[config.mk]
export PLATFORM = sky130hd
export DESIGN_NAME = wrr_burst_scheduler
export DESIGN_NICKNAME = d
export VERILOG_FILES = /design/src/rtl/wrr_burst_scheduler_pkg.sv /design/src/rtl/wrr_burst_scheduler_rr_pick.sv /design/src/rtl/wrr_burst_scheduler.sv
export SDC_FILE = /design/constraint.sdc
export NUM_CORES = 1
export LEC_CHECK = 0
export CAP_MARGIN = 20
export CORE_MARGIN = 5
export CORE_UTILIZATION = 55
export DETAILED_ROUTE_END_ITERATION = 16
export DONT_BUFFER_PORTS = 1
export PLACE_DENSITY_LB_ADDON = 0.08
export SLEW_MARGIN = 25
export SYNTH_ARGS = -nofsm -noshare
export SYNTH_HDL_FRONTEND = slang
export SYNTH_SLANG_ARGS = --single-unit
[constraint.sdc]
create_clock -name clk -period 6.3 [get_ports clk]
set_input_delay 1.89 -clock clk [delete_from_list [all_inputs] [get_ports clk]]
set_output_delay 1.89 -clock clk [all_outputs]
set_load 0.02 [all_outputs]
[src/rtl/wrr_burst_scheduler_pkg.sv]
// Shared types and helpers for the weighted round-robin burst scheduler.
// The rotating-priority search is kept here so other arbiters can reuse it.
package wrr_pkg;

    localparam int unsigned WRR_MAX_N = 32;

    localparam logic [0:0] ST_IDLE  = 1'b0;
    localparam logic [0:0] ST_BURST = 1'b1;

    typedef enum logic [0:0] {
        IDLE  = ST_IDLE,
        BURST = ST_BURST
    } wrr_state_e;

    typedef struct packed {
        logic        found;
        logic [31:0] idx;
    } pick_t;

    // First set bit of req[n-1:0] at or after start, wrapping modulo n.
    function automatic pick_t rr_first(
        input logic [WRR_MAX_N-1:0] req,
        input int unsigned          n,
        input int unsigned          start
    );
        pick_t       res;
        int unsigned j;
        res = '0;
        for (int unsigned k = 0; k < WRR_MAX_N; k++) begin
            j = start + k;
            // start < n, so a single subtract wraps; works for any n, not just powers of two
            if (j >= n) begin
                j = j - n;
            end
            if ((k < n) && !res.found && req[j[4:0]]) begin
                res.found = 1'b1;
                res.idx   = j;
            end
        end
        return res;
    endfunction

endpackage

[src/rtl/wrr_burst_scheduler_rr_pick.sv]
// Combinational rotating-priority picker: selects the first requester
// at or after ptr, wrapping modulo N.
module rr_pick
    import wrr_pkg::*;
#(
    parameter int N  = 4,
    parameter int IW = $clog2(N)
) (
    input  logic [N-1:0]  req,
    input  logic [IW-1:0] ptr,
    output logic [IW-1:0] sel,
    output logic          found
);

    logic [WRR_MAX_N-1:0] req_ext;
    pick_t                pick;

    generate
        for (genvar gi = 0; gi < WRR_MAX_N; gi++) begin : g_ext
            if (gi < N) begin : g_live
                assign req_ext[gi] = req[gi];
            end else begin : g_pad
                assign req_ext[gi] = 1'b0;
            end
        end
    endgenerate

    always_comb begin
        pick  = rr_first(req_ext, N, 32'(ptr));
        sel   = IW'(pick.idx);
        found = pick.found;
    end

endmodule

[src/rtl/wrr_burst_scheduler.sv]
// Weighted round-robin scheduler sharing one valid/ready port between N
// burst requesters; the grant is locked for up to weight[i] whole bursts.
module wrr_burst_scheduler
    import wrr_pkg::*;
#(
    parameter int N  = 4,
    parameter int WW = 4,
    parameter int IW = $clog2(N)
) (
    input  logic            clk,
    input  logic            rstn,
    input  logic [N-1:0]    req_valid,
    input  logic [N-1:0]    req_last,
    output logic [N-1:0]    req_ready,
    input  logic [N*WW-1:0] weight,
    input  logic            out_ready,
    output logic            out_valid,
    output logic            out_last,
    output logic [N-1:0]    grant,
    output logic [IW-1:0]   grant_idx,
    output logic            busy
);

    wrr_state_e    state_reg;
    logic [IW-1:0] ptr_reg;
    logic [IW-1:0] grant_idx_reg;
    logic [N-1:0]  grant_reg;
    logic [WW-1:0] credit_reg;
    logic          mid_reg;

    logic [IW-1:0] pick_sel;
    logic          pick_found;
    logic [N-1:0]  pick_onehot;
    logic [WW-1:0] weight_arr [N];
    logic [WW-1:0] credit_load;
    logic [IW-1:0] ptr_next;

    logic          busy_int;
    logic          s_valid;
    logic          s_last;
    logic          beat;
    logic          last_beat;
    logic          idle_boundary;
    logic          release_now;

    rr_pick #(
        .N  (N),
        .IW (IW)
    ) u_pick (
        .req   (req_valid),
        .ptr   (ptr_reg),
        .sel   (pick_sel),
        .found (pick_found)
    );

    generate
        for (genvar gi = 0; gi < N; gi++) begin : g_lane
            assign weight_arr[gi]  = weight[gi*WW +: WW];
            assign pick_onehot[gi] = (pick_sel == IW'(gi));
        end
    endgenerate

    // A zero quota still grants one burst so a requester is never starved by its own weight
    assign credit_load = (weight_arr[pick_sel] == '0) ? WW'(1) : weight_arr[pick_sel];

    assign ptr_next = (grant_idx_reg == IW'(N-1)) ? '0 : grant_idx_reg + IW'(1);

    assign busy_int  = (state_reg == BURST);
    assign s_valid   = req_valid[grant_idx_reg];
    assign s_last    = req_last[grant_idx_reg];

    assign out_valid = busy_int & s_valid;
    assign out_last  = busy_int & s_last;
    assign req_ready = grant_reg & {N{out_ready}};

    assign beat      = out_valid & out_ready;
    assign last_beat = beat & s_last;

    // Between bursts a silent grantee gives up the port at once rather than holding it idle
    assign idle_boundary = busy_int & ~mid_reg & ~s_valid;
    assign release_now   = (last_beat & (credit_reg <= WW'(1))) | idle_boundary;

    always_ff @(posedge clk or negedge rstn) begin
        if (!rstn) begin
            state_reg     <= IDLE;
            ptr_reg       <= '0;
            grant_reg     <= '0;
            grant_idx_reg <= '0;
            credit_reg    <= '0;
            mid_reg       <= 1'b0;
        end else begin
            case (state_reg)
                IDLE: begin
                    if (pick_found) begin
                        state_reg     <= BURST;
                        grant_reg     <= pick_onehot;
                        grant_idx_reg <= pick_sel;
                        credit_reg    <= credit_load;
                        mid_reg       <= 1'b0;
                    end
                end
                BURST: begin
                    if (release_now) begin
                        state_reg     <= IDLE;
                        grant_reg     <= '0;
                        grant_idx_reg <= '0;
                        credit_reg    <= '0;
                        mid_reg       <= 1'b0;
                        ptr_reg       <= ptr_next;
                    end else if (beat) begin
                        if (s_last) begin
                            credit_reg <= credit_reg - WW'(1);
                            mid_reg    <= 1'b0;
                        end else begin
                            mid_reg    <= 1'b1;
                        end
                    end
                end
                default: begin
                    state_reg <= IDLE;
                end
            endcase
        end
    end

    assign grant     = grant_reg;
    assign grant_idx = grant_idx_reg;
    assign busy      = busy_int;

endmodule

Word-level counts from Yosys, hierarchy flattened

Index checks and enable logic that the tools add are counted.

Bits of input ports: 27
Output and inout port bits: 13
Logic and storage cells: 103
Flip-flop bits (word level): 14

Bitwise gates (word level): 13
Multiplexer cells: 44
Reductions and logical operators: 12
Equality and inequality tests: 8
$lt $le $gt $ge: 11
Add/subtract/negate cells: 9

Operator list:

| operator                | number |
|---|---|
| $mux W33                | 4 |
| $mux W32                | 4 |
| $ge A32 B3 Y1 const B   | 3 |
| $sub A32 B3 Y32 const B | 3 |
| $mux W4                 | 9 |
| $lt A5 B6 Y1 const B    | 4 |
| $bmux W1 S5             | 4 |
| $pmux W4 S2             | 2 |
| $mux W1                 | 12 |
| $bmux W4 S2             | 1 |
| $and A1 B1 Y1           | 7 |
| $add A2 B2 Y3 const B   | 2 |
| $eq A2 B2 Y1 const B    | 3 |
| $mux W2                 | 3 |
| $ne A3 B1 Y1 const B    | 2 |
| $reduce_and A2 Y1       | 3 |
| $and A4 B4 Y4           | 1 |
| $bmux W1 S2             | 2 |
| $le A4 B1 Y1 const B    | 1 |
| $logic_not A4 Y1        | 1 |
| $ne A2 B1 Y1 const B    | 2 |
| $pmux W1 S2             | 2 |
| $pmux W2 S2             | 1 |
| $sub A2 B3 Y4 const B   | 1 |
| other kinds (14)        | 20 |

Longest topological paths before layout

Gate-level depths: netlist of run 1.

Depth after elaboration: 22
Depth in mapped cells: 12
Mapped depth without buffers: 10

Modules after synthesis

From an unflattened synthesis of run 1, not the netlist that was laid out.

Cells, all modules: 134
Area total of the unflattened synthesis: 1295.0 um^2

By module, submodules not included:

| module              | area each (um^2) | times used | cells each | sequential area each (um^2) |
|---|---|---|---|---|
| wrr_burst_scheduler | 984.7            | 1          | 95         | 350.3 |
| rr_pick             | 310.3            | 1          | 39         | 0.0 |

Worst setup path after synthesis of run 1

OpenSTA, ideal clock, no wires.

Path type: input to output
Start: input req_valid[3]
End: output out_valid
Data arrival time: 2.601 ns
Required time: 4.410 ns
Cell stages on the path: 2
Buffers on the path: 0
Slack: 1.809 ns
Path through: mux4_2 > and2_1

Longest elaborated chain between the ends: 3

Ends and longest elaborated chain:

| what                          | line                      | RTL |
|---|---|---|
| start, declared               | wrr_burst_scheduler.sv:12 | `input logic [N-1:0] req_valid,` |
| $bmux W1 S2                   | wrr_burst_scheduler.sv:69 | `assign s_valid = req_valid[grant_idx_reg];` |
| $mux W1 (not written as such) | wrr_burst_scheduler.sv:69 |  |
| $and A1 B1 Y1                 | wrr_burst_scheduler.sv:72 | `assign out_valid = busy_int & s_valid;` |
| end, declared                 | wrr_burst_scheduler.sv:17 | `output logic out_valid,` |

No other way between the ends. The select of a mux whose other input is x is not followed.

Final worst setup path of run 1

Ends and elaborated chain as after synthesis.

==> results by group, run 1 <==
Run status
  – Outcome: finished clean

Global routing
  – First-pass GRT wire length: 4220 µm
  – Largest net degree at the start of global routing: 15
  – Overall Global Routing Usage: between 10% and 20%
  – Vias in the first global route: 888
  – GRT Residual Overflow: 0
  – Initial antenna violation count: 0

Timing
  – Slew @ Worst Pin: ~0.69 ns
  – Setup WS post-layout: 1.76 ns
  – Final Cycle Share: 72.1%
  – Setup TNS: 0 ns
  – Slew HR: 54.2%
  – Fin Clk Skew: around 0.0043 ns
  – Min Tclk post-route: 4.54 ns
  – Final setup viols: 0
  – RSZ-0062 raised after global routing: false
  – Peak Freq: around 0.22 GHz
  – Hold Vio Cnt, Final: 0
  – Max-slew violations: 0

Clock tree
  – Hold_buf cts: 0
  – Clock Path Buffers: 2
  – Num CTS Buffers: 3
  – H-tree level count: 1
  – Post-CTS sizing: 0
  – Skew-Pair Late Insertion Delay: 0.28 ns
  – Setup Buffers After CTS: 0
  – CTS root buf: clkbuf_4
  – CTS tree: built
  – Worst-path clk slew: 0.08 ns
  – # clock sinks: 14

Synthesis
  – Primary FF master, synth: dfrtp_1
  – Cell Area, Synth: 0.00124 mm²
  – Synth Register Bits: 14
  – Post-synth cell types: 40
  – Yosys warns: 0
  – Syn Inst Count: ~120
  – EDFF count, synth: 0
  – Async S/R FF share, synth: 100%
  – Mapped Nets: 158
  – Avg Cell Area, Syn: between 10 and 15 µm²
  – Register area share after synthesis: 28.3%

Critical path
  – Worst reg2reg startpoint: ptr_reg[0]
  – R2R Path End: credit_reg[1]
  – Critical path buffer and inverter count: 0
  – Worst-path cell chain: mux4_2 -> and2_1
  – Internal reg-to-reg setup slack: between 2 and 3 ns
  – Setup crit start kind: input pin
  – CP arrival: between 2 and 3 ns
  – Crit. End Element: primary output
  – Max stage delay cell, worst path: mux4_2
  – Critical path class: input pin to primary output
  – Cell family with most CP delay: multiplexers
  – Crit-path max FO: 5
  – CP required: between 4 and 5 ns
  – Delay of the slowest cell on the worst path: 0.50 ns
  – Path depth of the worst reg2reg path: 11

Power and ir drop
  – Pwr/cell area: 567 mW/mm²
  – Leak: 0.000597 µW
  – Maximum vdd ir drop: 0.311 mV

Place
  – Final Wtd Congestion: 0.838
  – Post-DP HPWL: 2080 µm
  – IO buf count: 0
  – Setup WS pre-CTS: approximately 1.8 ns

Worst hold path
  – Hold Crit Class: flip-flop to flip-flop
  – Hold Startpoint: credit_reg[1]
  – WHS Path Cells: 1
  – Hold Path Sink: credit_reg[1]

Route
  – Total Wirelength: 2550 µm
  – Drt wl/cell: 16.9 µm
  – Via-to-Cell Ratio: 6.09
  – Iter 0 DRT Violations: 31
  – Routed Antenna Nets: 0
  – Drt pass-1 iters: 4
  – Post-route DRC: 0
  – Vias post-DR: just over 900

Final layout
  – NumNets Final: 160
  – Share of cells above drive strength 1: 16.3%
  – Area grow syn2layout: 2.12%
  – Commonest non-fill, non-tap cells in the layout: 14 x mux2i_1, 14 x dfrtp_1, 10 x nand2_1
  – Diodes inserted: 0
  – Filler cells: 225

Job
  – Max-capacitance violation count: 0

Die
  – Die area: 0.00330 mm²
  – Effective utilization at floorplan: 57.0%
  – CORE AREA: 0.00217 mm²
  – Die Y: 57.4 µm
  – Die Wd: 57.4 µm
  – # rows: 17
  – # IOs: 40
-- power by group --
group	internal (µW)	switching [µW]	total [µW]	leakage, µW
sequential	127	73.9	201	0.000177
combinational	225	240	465	0.000405
clock	22.2	28.8	51.0	0.0000138
-- layer usage --
layer | up-vias | global-route usage [%] | routed length (µm)
met5 | - | 0 | 0
met4 | 0 | 7.62 | 40
met3 | 5 | 3.17 | 116
met2 | 19 | 27.3 | 1260
met1 | 437 | 20.3 | 1140
li1 | 459 | - | -
-- cells in the mapped netlist (3+ instances only) --
master,instances,area (µm²)
ha_1,8,100
nor2_1,4,15.0
mux2_2,4,45.0
inv_1,7,26.3
nand2b_1,5,31.3
mux2i_1,14,140
o21ai_0,9,45.0
nand2_1,10,37.5
dfrtp_1,14,350
mux4_2,3,67.6
buf_6,3,33.8
and2_1,6,37.5
-- stage by stage --
step | utilization [%] | hold slack [ns] | cell area, µm² | cells | total power [µW]
floorplan | - | 0.488 | 1240 | 123 | 606
global placement | 56.9 | 0.518 | 1230 | 147 | 654
detailed placement | 56.9 | 0.522 | 1230 | 147 | 665
CTS | 57.9 | 0.544 | 1260 | 150 | 719
global route | 58.2 | 0.576 | 1260 | 151 | 781
finish | 58.2 | 0.544 | 1260 | 151 | 717
-- area by class of cell --
cell class              count  area [µm²]  area share, %
clock buffers               3        22.5           1.78
inverters                   7        26.3           2.08
multi-input cells          98         822           65.0
flip-flops and latches     14         350           27.7
well taps                  28        35.0           2.77
repair buffers              1        7.51          0.594
-- worst max-delay path by stage --
stage | start | endpoint | slack, ns | cells after the start
after CTS | req_valid[3] | out_valid | 1.76 | 2
after global placement | req_valid[3] | out_valid | 1.75 | 2
final | req_valid[3] | out_valid | 1.76 | 2
after detailed placement | req_valid[3] | out_valid | 1.77 | 2
after global routing | req_valid[3] | out_valid | 1.75 | 2
after floorplan | req_valid[3] | out_valid | 1.81 | 2
-- cells by family after synthesis --
family | share of synthesized area, %
muxes | 22.9
and+or+nand+nor | 17.5
adders and majority gates | 8.09
DFF | 28.3
AOI/OAI and AO/OA | 18.0
buffers and inverters | 5.26
No activity file was read; power rests on OpenSTA's default activity.
==> inputs of run 2 (changes only) <==
==> constraint.sdc (replaced) <==
create_clock -name clk -period 4.3 [get_ports clk]
set_input_delay 1.29 -clock clk [delete_from_list [all_inputs] [get_ports clk]]
set_output_delay 1.29 -clock clk [all_outputs]
set_load 0.02 [all_outputs]
==> run 2 against run 1 <==
Sequential cell count unchanged. Combinational power increased by 47%. Non-clock buffer count stayed put. Global-route usage up 0.34 points. Routed wire length is 2.1% higher. Clock-buffer cell count unchanged. Sequential power increased by 47%.
==> results by group, run 2 (synthesized netlist as in run 1, its figures left out) <==
Run status
  – Outcome: finished clean

Route
  – Via-to-Cell Ratio: 6.17 (+1.2%)
  – Routed Antenna Nets: 0 (unchanged)
  – Post-route DRC: 0 (unchanged)
  – Iter 0 DRT Violations: 35 (+13%)
  – Vias post-DR: 931 (+1.2%)
  – Drt pass-1 iters: 4 (unchanged)
  – Total Wirelength: 2600 µm (+2.1%)
  – Drt wl/cell: 17.2 µm (+2.1%)

Global routing
  – Largest net degree at the start of global routing: 15 (unchanged)
  – GR Util met2: 28.7% (+1.5 points)
  – Busiest grt layer: met2
  – First-pass GRT wire length: 4360 µm (+3.3%)
  – Met1 usage: 20.8% (+0.48 points)
  – Met3 GRT Util: 3.17% (unchanged)
  – Vias in the first global route: 957 (+7.8%)
  – Overall Global Routing Usage: 16.7% (+0.34 points)
  – GRT Residual Overflow: 0 (unchanged)
  – Initial antenna violation count: 0 (unchanged)

Die
  – Die Y: 57.4 µm (unchanged)
  – CORE AREA: 0.00217 mm² (unchanged)
  – Die area: 0.00330 mm² (unchanged)
  – Die Wd: 57.4 µm (unchanged)
  – Effective utilization at floorplan: 57.0% (unchanged)
  – # IOs: 40 (unchanged)
  – # rows: 17 (unchanged)

Clock tree
  – Setup Buffers After CTS: 0 (unchanged)
  – Hold_buf cts: 0 (unchanged)
  – H-tree level count: 1 (unchanged)
  – Worst-path clk slew: 0.07 ns (about the same)
  – # clock sinks: 14 (unchanged)
  – CTS tree: built
  – Skew-Pair Late Insertion Delay: 0.27 ns (about the same)
  – CTS root buf: clkbuf_4
  – Clock Path Buffers: 2 (unchanged)
  – Post-CTS sizing: 0 (unchanged)
  – Num CTS Buffers: 3 (unchanged)

Place
  – Final Wtd Congestion: 0.864 (+3.2%)
  – DP Area: 0.00124 mm² (+0.61%)
  – IO buf count: 0 (unchanged)
  – Post-DP HPWL: 2170 µm (+4.4%)

Critical path
  – Critical path buffer and inverter count: 0 (unchanged)
  – Worst-path cell chain: mux4_2 -> and2_1
  – Max stage delay cell, worst path: mux4_2
  – Cell family with most CP delay: multiplexers
  – Delay of the slowest cell on the worst path: 0.51 ns (about the same)
  – CP arrival: 2.06 ns (-0.59 ns)
  – Crit. End Element: primary output
  – Critical path class: input pin to primary output
  – Setup crit start kind: input pin
  – Crit-path max FO: 5 (unchanged)
  – CP required: 3.01 ns (-1.40 ns)

Final layout
  – Fin area: 0.00126 mm² (unchanged)
  – Multi-input gate area: 822 µm² (unchanged)
  – Commonest non-fill, non-tap cells in the layout: 14 x mux2i_1, 14 x dfrtp_1, 10 x nand2_1
  – FF+latch area: 350 µm² (unchanged)
  – Filler cells: 209 (-7.1%)
  – Diodes inserted: 0 (unchanged)
  – NumNets Final: 160 (unchanged)
  – Share of cells above drive strength 1: 16.3% (unchanged)
  – Area grow syn2layout: 2.12% (unchanged)

Timing
  – Worst hold slack: 0.546 ns (+0.00169 ns)
  – Setup TNS: 0 ns (unchanged)
  – Peak Freq: 0.298 GHz
  – Max-slew violations: 0 (unchanged)
  – Final Cycle Share: 78.0%
  – Slew HR: 54.4% (+0.23 points)
  – Min Tclk post-route: around 3.4 ns
  – RSZ-0062 raised after global routing: false
  – Fin Clk Skew: 0.00278 ns (-0.00156 ns)
  – Slew @ Worst Pin: 0.684 ns (-0.00346 ns)
  – Hold Vio Cnt, Final: 0 (unchanged)
  – Final setup viols: 0 (unchanged)

Worst hold path
  – Hold Crit Class: flip-flop to flip-flop

Power and ir drop
  – Pwr/cell area: 831 mW/mm² (+46%)
  – Leak: 0.000597 µW (about the same)
  – Maximum vdd ir drop: 0.429 mV (+38%)

Job
  – Max-capacitance violation count: 0 (unchanged)
==> run 2: cell count changes in the layout (fill, tap and decap cells not counted) <==
cell / previous run / this run
buf_4: 0 / 1
clkbuf_4: 4 / 3
==> run 2: stage by stage <==
step	utilization, %	total power (µW)	std cells	setup WS [ns]
floorplan	-	887	123	1.01
detailed placement	57.2	988	148	0.940
CTS	58.2	1060	151	0.946
global route	58.2	1150	151	0.942
finish	58.2	1050	151	0.946
global placement	57.2	968	148	0.957
==> run 2: final timing paths <==
check                      cells past startpoint  slack [ns]             to     startpoint
min                                            2        0.55  credit_reg[3]  credit_reg[3]
max in group asynchronous                      0        3.52   grant_idx[1]           rstn
min reg2reg                                    2        0.55  credit_reg[3]  credit_reg[3]
max                                            2        0.95      out_valid   req_valid[3]
min in group asynchronous                      0        0.71       grant[3]           rstn
max reg2reg                                   11        1.23  credit_reg[1]     ptr_reg[0]
==> run 2: area by class of cell <==
class                      instances  area share, %
multi-input combinational         98           65.0
sequential                        14           27.7
tap                               28           2.77
inverter                           7           2.08
clock buffer                       3           1.78
timing repair buffer               1          0.594
==> run 2: layer usage <==
layer | share of wire, % | up-vias | wire length, µm
met5 | 0 | - | 0
met4 | 0.69 | 0 | 18
met1 | 42 | 448 | 1110
met2 | 53 | 20 | 1370
li1 | - | 461 | -
met3 | 4.3 | 2 | 111
==> run 2: where the power goes <==
part	total [µW]	internal, µW	switching [µW]
clock network	70.1	32.4	37.7
logic	685	331	354
registers	295	186	109
==> inputs of run 3 (changes only) <==
==> constraint.sdc (replaced) <==
create_clock -name clk -period 3.5 [get_ports clk]
set_input_delay 1.05 -clock clk [delete_from_list [all_inputs] [get_ports clk]]
set_output_delay 1.05 -clock clk [all_outputs]
set_load 0.02 [all_outputs]
==> run 3 against run 2 <==
Via count fell by 0.43%. Worst hold slack got worse by 0.081 ns. Clock-buffer cell count unchanged. Non-clock buffer count increased by 2. Global-route usage is 0.51 points higher. Worst setup slack got worse by 0.49 ns. Clock power rose by 27%. Power rose by 26%. Critical path type is now flip-flop to flip-flop. Largest power group unchanged. Highest routed layer unchanged.
==> results by group, run 3 (synthesized netlist as in run 1, its figures left out) <==
Final layout
  – Diodes inserted: 0 (unchanged)
  – Share of cells above drive strength 1: 17.6% (+1.3 points)
  – NumNets Final: 162 (+1.3%)
  – Commonest non-fill, non-tap cells in the layout: 14 x mux2i_1, 14 x dfrtp_1, 10 x nand2_1
  – Area grow syn2layout: 3.34%

Clock tree
  – Skew-Pair Late Insertion Delay: 0.27 ns (about the same)
  – Num CTS Buffers: 3 (unchanged)
  – CTS root buf: clkbuf_4
  – Worst-path clk slew: 0.08 ns (about the same)
  – Setup Buffers After CTS: 0 (unchanged)
  – # clock sinks: 14 (unchanged)
  – Post-CTS sizing: 0 (unchanged)
  – CTS tree: built
  – H-tree level count: 1 (unchanged)
  – Clock Path Buffers: 2 (unchanged)
  – Hold_buf cts: 0 (unchanged)

Critical path
  – Delay of the slowest cell on the worst path: 0.63 ns (+0.12 ns)
  – Worst path most repeated cell: mux2i_1
  – Crit. End Element: flip-flop
  – Cell family with most CP delay: compound AO/OA/AOI/OAI gates
  – Internal reg-to-reg setup slack: 0.45 ns (-0.78 ns)
  – Worst reg2reg startpoint: ptr_reg[0]
  – Max stage delay cell, worst path: dfrtp_1
  – R2R Path End: credit_reg[1]
  – CP required: 3.66 ns (+0.65 ns)
  – Critical path buffer and inverter count: 2 (+2)
  – Path depth of the worst reg2reg path: 11 (unchanged)
  – Crit-path max FO: 11 (+6)
  – Worst-path cell chain: inv_1 -> ha_1 -> a21boi_0 -> a22o_1 -> a211o_1 -> a22oi_1 -> buf_4 -> mux2i_1 -> mux2i_1 -> o2bb2ai_1 -> mux2_2
  – Critical path class: flip-flop to flip-flop
  – CP arrival: 3.21 ns (+1.15 ns)
  – Setup crit start kind: flip-flop

Route
  – Iter 0 DRT Violations: 23 (-34%)
  – Vias post-DR: 927 (-0.43%)
  – Total Wirelength: 2720 µm (+4.3%)
  – Via-to-Cell Ratio: 6.06 (-1.7%)
  – Routed Antenna Nets: 0 (unchanged)
  – Drt pass-1 iters: 4 (unchanged)
  – Drt wl/cell: 17.7 µm (+2.9%)
  – Post-route DRC: 0 (unchanged)

Die
  – Effective utilization at floorplan: 57.0% (unchanged)
  – Die Y: 57.4 µm (unchanged)
  – # rows: 17 (unchanged)
  – CORE AREA: 0.00217 mm² (unchanged)
  – # IOs: 40 (unchanged)
  – Die area: 0.00330 mm² (unchanged)
  – Die Wd: 57.4 µm (unchanged)

Timing
  – Slew HR: 68.3% (+14 points)
  – Fin Clk Skew: 0.00106 ns (-0.00172 ns)
  – Peak Freq: 0.328 GHz
  – Final setup viols: 0 (unchanged)
  – Setup WS post-layout: 0.453 ns (-0.493 ns)
  – Max-slew violations: 0 (unchanged)
  – Slew @ Worst Pin: 0.476 ns (-0.208 ns)
  – Hold Vio Cnt, Final: 0 (unchanged)
  – Min Tclk post-route: between 3 and 4 ns
  – Final Cycle Share: between 80% and 90%
  – Setup TNS: 0 ns (unchanged)
  – RSZ-0062 raised after global routing: false

Place
  – Setup WS pre-CTS: 0.411 ns (-0.529 ns)
  – IO buf count: 0 (unchanged)
  – Post-DP HPWL: 2220 µm (+2.3%)
  – Final Wtd Congestion: 0.833 (-3.6%)

Job
  – Max-capacitance violation count: 0 (unchanged)

Power and ir drop
  – Pwr/cell area: 1030 mW/mm² (+24%)
  – Maximum vdd ir drop: 0.595 mV (+39%)
  – Tot Pwr: 1320 µW (+26%)
  – Leak: 0.000607 µW (+1.7%)

Global routing
  – First-pass GRT wire length: 4470 µm (+2.5%)
  – Vias in the first global route: 950 (-0.73%)
  – Overall Global Routing Usage: 17.2% (+0.51 points)
  – Initial antenna violation count: 0 (unchanged)
  – Largest net degree at the start of global routing: 15 (unchanged)
  – GRT Residual Overflow: 0 (unchanged)

Worst hold path
  – Hold Crit Class: input pin to asynchronous set/reset pin

Run status
  – Outcome: finished clean
==> run 3: cell count changes in the layout (fill, tap and decap cells not counted) <==
cell / delta
buf_4: +2
==> run 3: final cells by class <==
class	count	area, µm²
Inverter	7	26.3
Fill cell	205	891
Clock buffer	3	22.5
Tap cell	28	35.0
Sequential cell	14	350
Multi-Input combinational cell	98	822
Timing Repair Buffer	3	22.5
==> run 3: report_power, final <==
part	leakage (µW)	total, µW	internal, µW	switching (µW)
Clock	0.0000138	89.1	39.7	49.4
Combinational	0.000416	882	424	458
Sequential	0.000177	348	229	119
==> run 3: worst max path at each step <==
stage,cells past startpoint,to,from
floorplan,9,credit_reg[1],req_valid[3]
global placement,9,credit_reg[1],req_valid[3]
detailed placement,9,credit_reg[1],req_valid[3]
CTS,11,credit_reg[1],ptr_reg[0]
global route,11,credit_reg[0],ptr_reg[0]
finish,11,credit_reg[1],ptr_reg[0]
==> run 3: per-layer routing <==
layer  track usage, %  up-vias  share of wire (%)
met2             30.6       16                 52
met5                0        -                  0
li1                 -      462                  -
met4             4.97        0               0.74
met1             20.9      447                 44
met3             3.39        2                3.9
==> run 3: stage by stage <==
| stage | hold slack (ns) | cells | cell area [µm²] | utilization (%) |
|---|---|---|---|---|
| floorplan | 0.488 | 123 | 1240 | - |
| global placement | 0.529 | 150 | 1260 | 57.9 |
| detailed placement | 0.532 | 150 | 1260 | 57.9 |
| CTS | 0.450 | 153 | 1280 | 58.9 |
| global route | 0.441 | 153 | 1280 | 58.9 |
| finish | 0.465 | 153 | 1280 | 58.9 |
==> RTL change 1: new RTL, settings of run 3 <==
`WW`: 4 -> 5.
--- a/src/rtl/wrr_burst_scheduler.sv
+++ b/src/rtl/wrr_burst_scheduler.sv
@@ -4,7 +4,7 @@
     import wrr_pkg::*;
 #(
     parameter int N  = 4,
-    parameter int WW = 4,
+    parameter int WW = 5,
     parameter int IW = $clog2(N)
 ) (
     input  logic            clk,
Interface: changed (resized weight); port bits go from 40 to 44. No check against the original RTL was run, so the function may have changed too.
==> RTL change 1 against run 3 <==
Sequential power grew 16%. Setup slack got worse by 0.11 ns. Cell area grew 6.8%. Total power grew 17%. Wire length increased by 8.7%. Sequential cell count increased by 1. Count of clock-buffer cells in the layout is 1 higher. Critical endpoint is now credit_reg[0]$_DFFE_PN0P_. Synthesized area grew 6.5%. Highest routed layer is now met3.
==> RTL change 1: results (changes against run 3) <==
.. list-table::
   :header-rows: 1

   * - Metric
     - Value
   * - Estimated wirelength of the detail-placed design
     - 2290 um (+3.3%)
   * - Cell area after placement
     - 1340 um2 (+6.6%)
   * - Netlist cell types
     - 36 (-10%)
   * - Final estimated routing congestion in global placement
     - 0.824 (-1.0%)
   * - Cells after Synth
     - 141 (+15%)
   * - Vias
     - 1092 (+18%)
   * - Outcome
     - finished clean
   * - Relative slew slack
     - 0.657 (-0.0260)
   * - Worst flop-to-flop path endpoint
     - credit_reg[0]$_DFFE_PN0P_
   * - Worst clock skew on the final layout
     - 0.0128 ns (+0.0117 ns)
   * - Routed via count divided by cell count
     - 6.46 (+6.6%)
   * - GRT Overall Usage
     - 0.178 (+0.00556)
   * - Place WS
     - 0.101 ns (-0.310 ns)
   * - Final Routed Wirelength
     - 2950 um (+8.7%)
   * - Final hold slack
     - 0.439 ns (-0.0256 ns)
   * - Final Power
     - 1.54 mW (+17%)
   * - Ranking of synthesized cells by instance count
     - 16 x sky130_fd_sc_hd__mux2i_1, 15 x sky130_fd_sc_hd__dfrtp_1, 15 x sky130_fd_sc_hd__nor2_1
   * - Biggest cell delay along the critical path
     - 0.61 ns (-0.02 ns)
   * - Detailed router's first-iteration violation count
     - 19 (-17%)
   * - Critical path peak fanout
     - 13 (+2)
   * - Sequential power
     - 405 uW (+16%)
   * - Combinational fraction of design power
     - 0.672 (+0.003)
   * - Wire length of the first global-routing pass
     - 4750 um (+6.3%)
   * - Leakage power of the design
     - 0.607 nW (about the same)
   * - Clock Latency Late Sink
     - 0.29 ns (+0.02 ns)
   * - Placed instance count
     - 165 (+10%)
   * - Number of nets in the finished design
     - 181 (+12%)
   * - Setup slack of the worst register-to-register path
     - 0.34 ns (-0.11 ns)
==> RTL change 1: routing by layer <==
| layer | global-route usage | wire length [um] | up-vias |
|---|---|---|---|
| met5 | 0 | 0 | - |
| met4 | 0.0194 | 0 | 0 |
| met3 | 0.0570 | 236 | 0 |
| met2 | 0.265 | 1280 | 46 |
| met1 | 0.258 | 1440 | 522 |
| li1 | - | - | 524 |
==> RTL change 1: logic make-up after synthesis <==
| group | after synthesis | synth area share |
|---|---|---|
| flip-flops | 15 | 0.285 |
| adder cells (fa/ha/maj) | 8 | 0.0760 |
| XOR/XNOR | 1 | 0.00665 |
| AO/OA/AOI/OAI | 36 | 0.208 |
| multiplexers | 23 | 0.210 |
| buffers and inverters | 13 | 0.0484 |
| AND/OR/NAND/NOR | 45 | 0.166 |
==> RTL change 1: layout make-up <==
class / count / area (um2)
multi-input combinational: 113 / 878
tap: 28 / 35.0
fill: 201 / 890
timing repair buffer: 1 / 20.0
sequential: 15 / 375
clock buffer: 4 / 26.3
inverter: 8 / 30.0
==> RTL change 2: new RTL, flow settings as in run 3 <==
Made on the original files. Reset style: synchronous (`rstn`), changed in one clocked block.
--- a/src/rtl/wrr_burst_scheduler.sv
+++ b/src/rtl/wrr_burst_scheduler.sv
@@ -80,7 +80,7 @@
     assign idle_boundary = busy_int & ~mid_reg & ~s_valid;
     assign release_now   = (last_beat & (credit_reg <= WW'(1))) | idle_boundary;
 
-    always_ff @(posedge clk or negedge rstn) begin
+    always_ff @(posedge clk) begin
         if (!rstn) begin
             state_reg     <= IDLE;
             ptr_reg       <= '0;
Check against the original RTL: differs if rstn is asserted again (counterexample within 4 cycles, from zero or initial values and one cycle with rstn low); with rstn held inactive, the same outputs for 4 cycles.
==> RTL change 2 against run 3 <==
Critical path depth down 2. Setup slack better by 0.11 ns. Sequential cell count stayed put. Final cell count increased by 22%. Synthesized area rose by 8.7%. Critical path type unchanged. Cell area grew 8.1%. Clock power grew 32%. Total power down 27%. Sequential share of layout area shrank 7.1 points. Clock skew is essentially flat. Wire length increased by 19%. Synthesized cell count rose by 28%. Core utilization decreased by 1.6 points.
==> RTL change 2: results (changes against run 3) <==
.. list-table::
   :header-rows: 1

   * - Metric
     - Value
   * - Ranking of synthesized cells by instance count
     - 14 x sky130_fd_sc_hd__dfxtp_1, 13 x sky130_fd_sc_hd__nand2_1, 13 x sky130_fd_sc_hd__nor2_1
   * - Fraction of layout instances using a drive strength above 1
     - 0.140 (-0.0359)
   * - Switching power
     - 450 uW (-28%)
   * - Placed instance count
     - 183 (+22%)
   * - Netlist cell types
     - 51 (+28%)
   * - Final Routed Wirelength
     - 3230 um (+19%)
   * - Xor and xnor fraction of the mapped netlist area
     - 0.0130 (+0.0130)
   * - Routed via count divided by cell count
     - 6.33 (+4.4%)
   * - Proportion of synthesized area in mux cells
     - 0.173 (-0.0555)
   * - Share of power burned in registers
     - 0.290 (+0.026)
   * - Post-Syn Nets
     - 192 (+22%)
   * - Detailed router's first-iteration violation count
     - 40 (+74%)
   * - Worst IR drop on VDD
     - 0.521 mV (-12%)
   * - Antenna violations before repair
     - 0 (unchanged)
   * - Area contributors post-synth
     - sky130_fd_sc_hd__dfxtp_1 21%, sky130_fd_sc_hd__ha_1 6.5%, sky130_fd_sc_hd__mux2_1 5.9%, sky130_fd_sc_hd__mux4_2 5.0%, sky130_fd_sc_hd__a21oi_1 4.5%
   * - Worst path arrival time
     - 3.14 ns (-0.07 ns)
   * - Estimated wirelength of the detail-placed design
     - 2620 um (+18%)
   * - Vias
     - 1183 (+28%)
   * - Number of post-CTS setup repair buffers
     - 0 (unchanged)
   * - Class of the tightest hold or removal check
     - register to register
   * - Prevailing post-synth register cell
     - sky130_fd_sc_hd__dfxtp_1
   * - Fillers
     - 227 (+11%)
   * - Adder-cell share of the synthesized area
     - 0.0651 (-0.0158)
   * - Proportion of register bits with asynchronous set or reset after synthesis
     - 0 (-1.00)
   * - Final estimated routing congestion in global placement
     - 0.876 (+5.2%)
   * - Share of the yosys chip area belonging to registers
     - 0.208 (-0.0747)
   * - Clock share of power
     - 0.122 (+0.054)
   * - Area fraction in compound gates after synthesis
     - 0.228 (+0.0479)
   * - Slew of the pin with the lowest slew margin
     - 0.608 ns (+0.132 ns)
   * - Wire length of the first global-routing pass
     - 5300 um (+19%)
   * - Leakage power of the design
     - 0.497 nW (-18%)
   * - Cell area after placement
     - 1350 um2 (+7.2%)
   * - GRT Overall Usage
     - 0.193 (+0.0206)
   * - Outcome
     - finished clean
   * - Via count of the first global-routing pass
     - 1181 (+24%)
   * - Worst clock skew on the final layout
     - 0.00112 ns (+0.0000626 ns)
   * - Maximum number of pins on one net before global-route repair
     - 19 (+4)
RTL change 2: changes by cell type in the layout (fill, tap and decap cells not counted), sizes merged, moves of 3 or more:
cell | run 3 | this run
a21oi | 1 | 12
a221oi | 0 | 3
a311o | 0 | 3
dfrtp | 14 | 0
dfxtp | 0 | 14
mux2 | 6 | 9
mux2i | 14 | 6
nand2 | 10 | 13
nor2 | 4 | 14
nor3 | 1 | 6
o21ai | 9 | 5
RTL change 2: kinds of logic after synthesis:
logic type               count (synthesis)
adder cells (fa/ha/maj)                  7
flip-flops                              14
XOR/XNOR                                 2
buffers and inverters                   12
AND/OR/NAND/NOR                         64
AO/OA/AOI/OAI                           41
multiplexers                            18
RTL change 2: area by class of cell:
| class | count | area (um2) | area share |
|---|---|---|---|
| well taps | 30 | 37.5 | 0.0271 |
| multi-input cells | 132 | 995 | 0.719 |
| repair buffers | 2 | 15.0 | 0.0109 |
| inverters | 5 | 18.8 | 0.0136 |
| flip-flops and latches | 14 | 280 | 0.203 |
| clock buffers | 4 | 36.3 | 0.0262 |
RTL change 2: routing by layer:
layer / GRT usage / part of all wire / up-vias
met1: 0.266 / 0.46 / 557
li1: - / - / 593
met5: 0 / 0 / -
met2: 0.315 / 0.47 / 33
met3: 0.0523 / 0.072 / 0
met4: 0.00971 / 0 / 0
RTL change 2: through the flow:
step                power (mW)  setup WS (ns)  hold WS [ns]
floorplan                0.759          0.333         0.462
global placement         0.838          0.377         0.473
detailed placement       0.845          0.301         0.484
CTS                      0.966          0.562         0.496
global route              1.05          0.239         0.530
finish                   0.962          0.563         0.495
RTL change 2: worst max-delay path: stages (launching register included):
cell and delay, ns:
sky130_fd_sc_hd__dfxtp_1 0.35, sky130_fd_sc_hd__buf_4 0.25, sky130_fd_sc_hd__ha_1 0.17, sky130_fd_sc_hd__nand2b_1 0.15, sky130_fd_sc_hd__nor3b_2 0.46, sky130_fd_sc_hd__or4_4 0.24, sky130_fd_sc_hd__nand3_2 0.22, sky130_fd_sc_hd__a2111oi_1 0.55
sky130_fd_sc_hd__o211ai_1 0.21, sky130_fd_sc_hd__a221oi_2 0.25
RTL change 2: final timing paths:
kind / from / endpoint / slack (ns) / cells past startpoint
setup reg to reg: ptr_reg[0]$_SDFFE_PN0P_ / credit_reg[0]$_SDFFE_PN0P_ / 0.56 / 9
hold / removal: credit_reg[3]$_SDFFE_PN0P_ / credit_reg[3]$_SDFFE_PN0P_ / 0.49 / 2
setup / recovery: ptr_reg[0]$_SDFFE_PN0P_ / credit_reg[0]$_SDFFE_PN0P_ / 0.56 / 9
hold reg to reg: credit_reg[3]$_SDFFE_PN0P_ / credit_reg[3]$_SDFFE_PN0P_ / 0.49 / 2
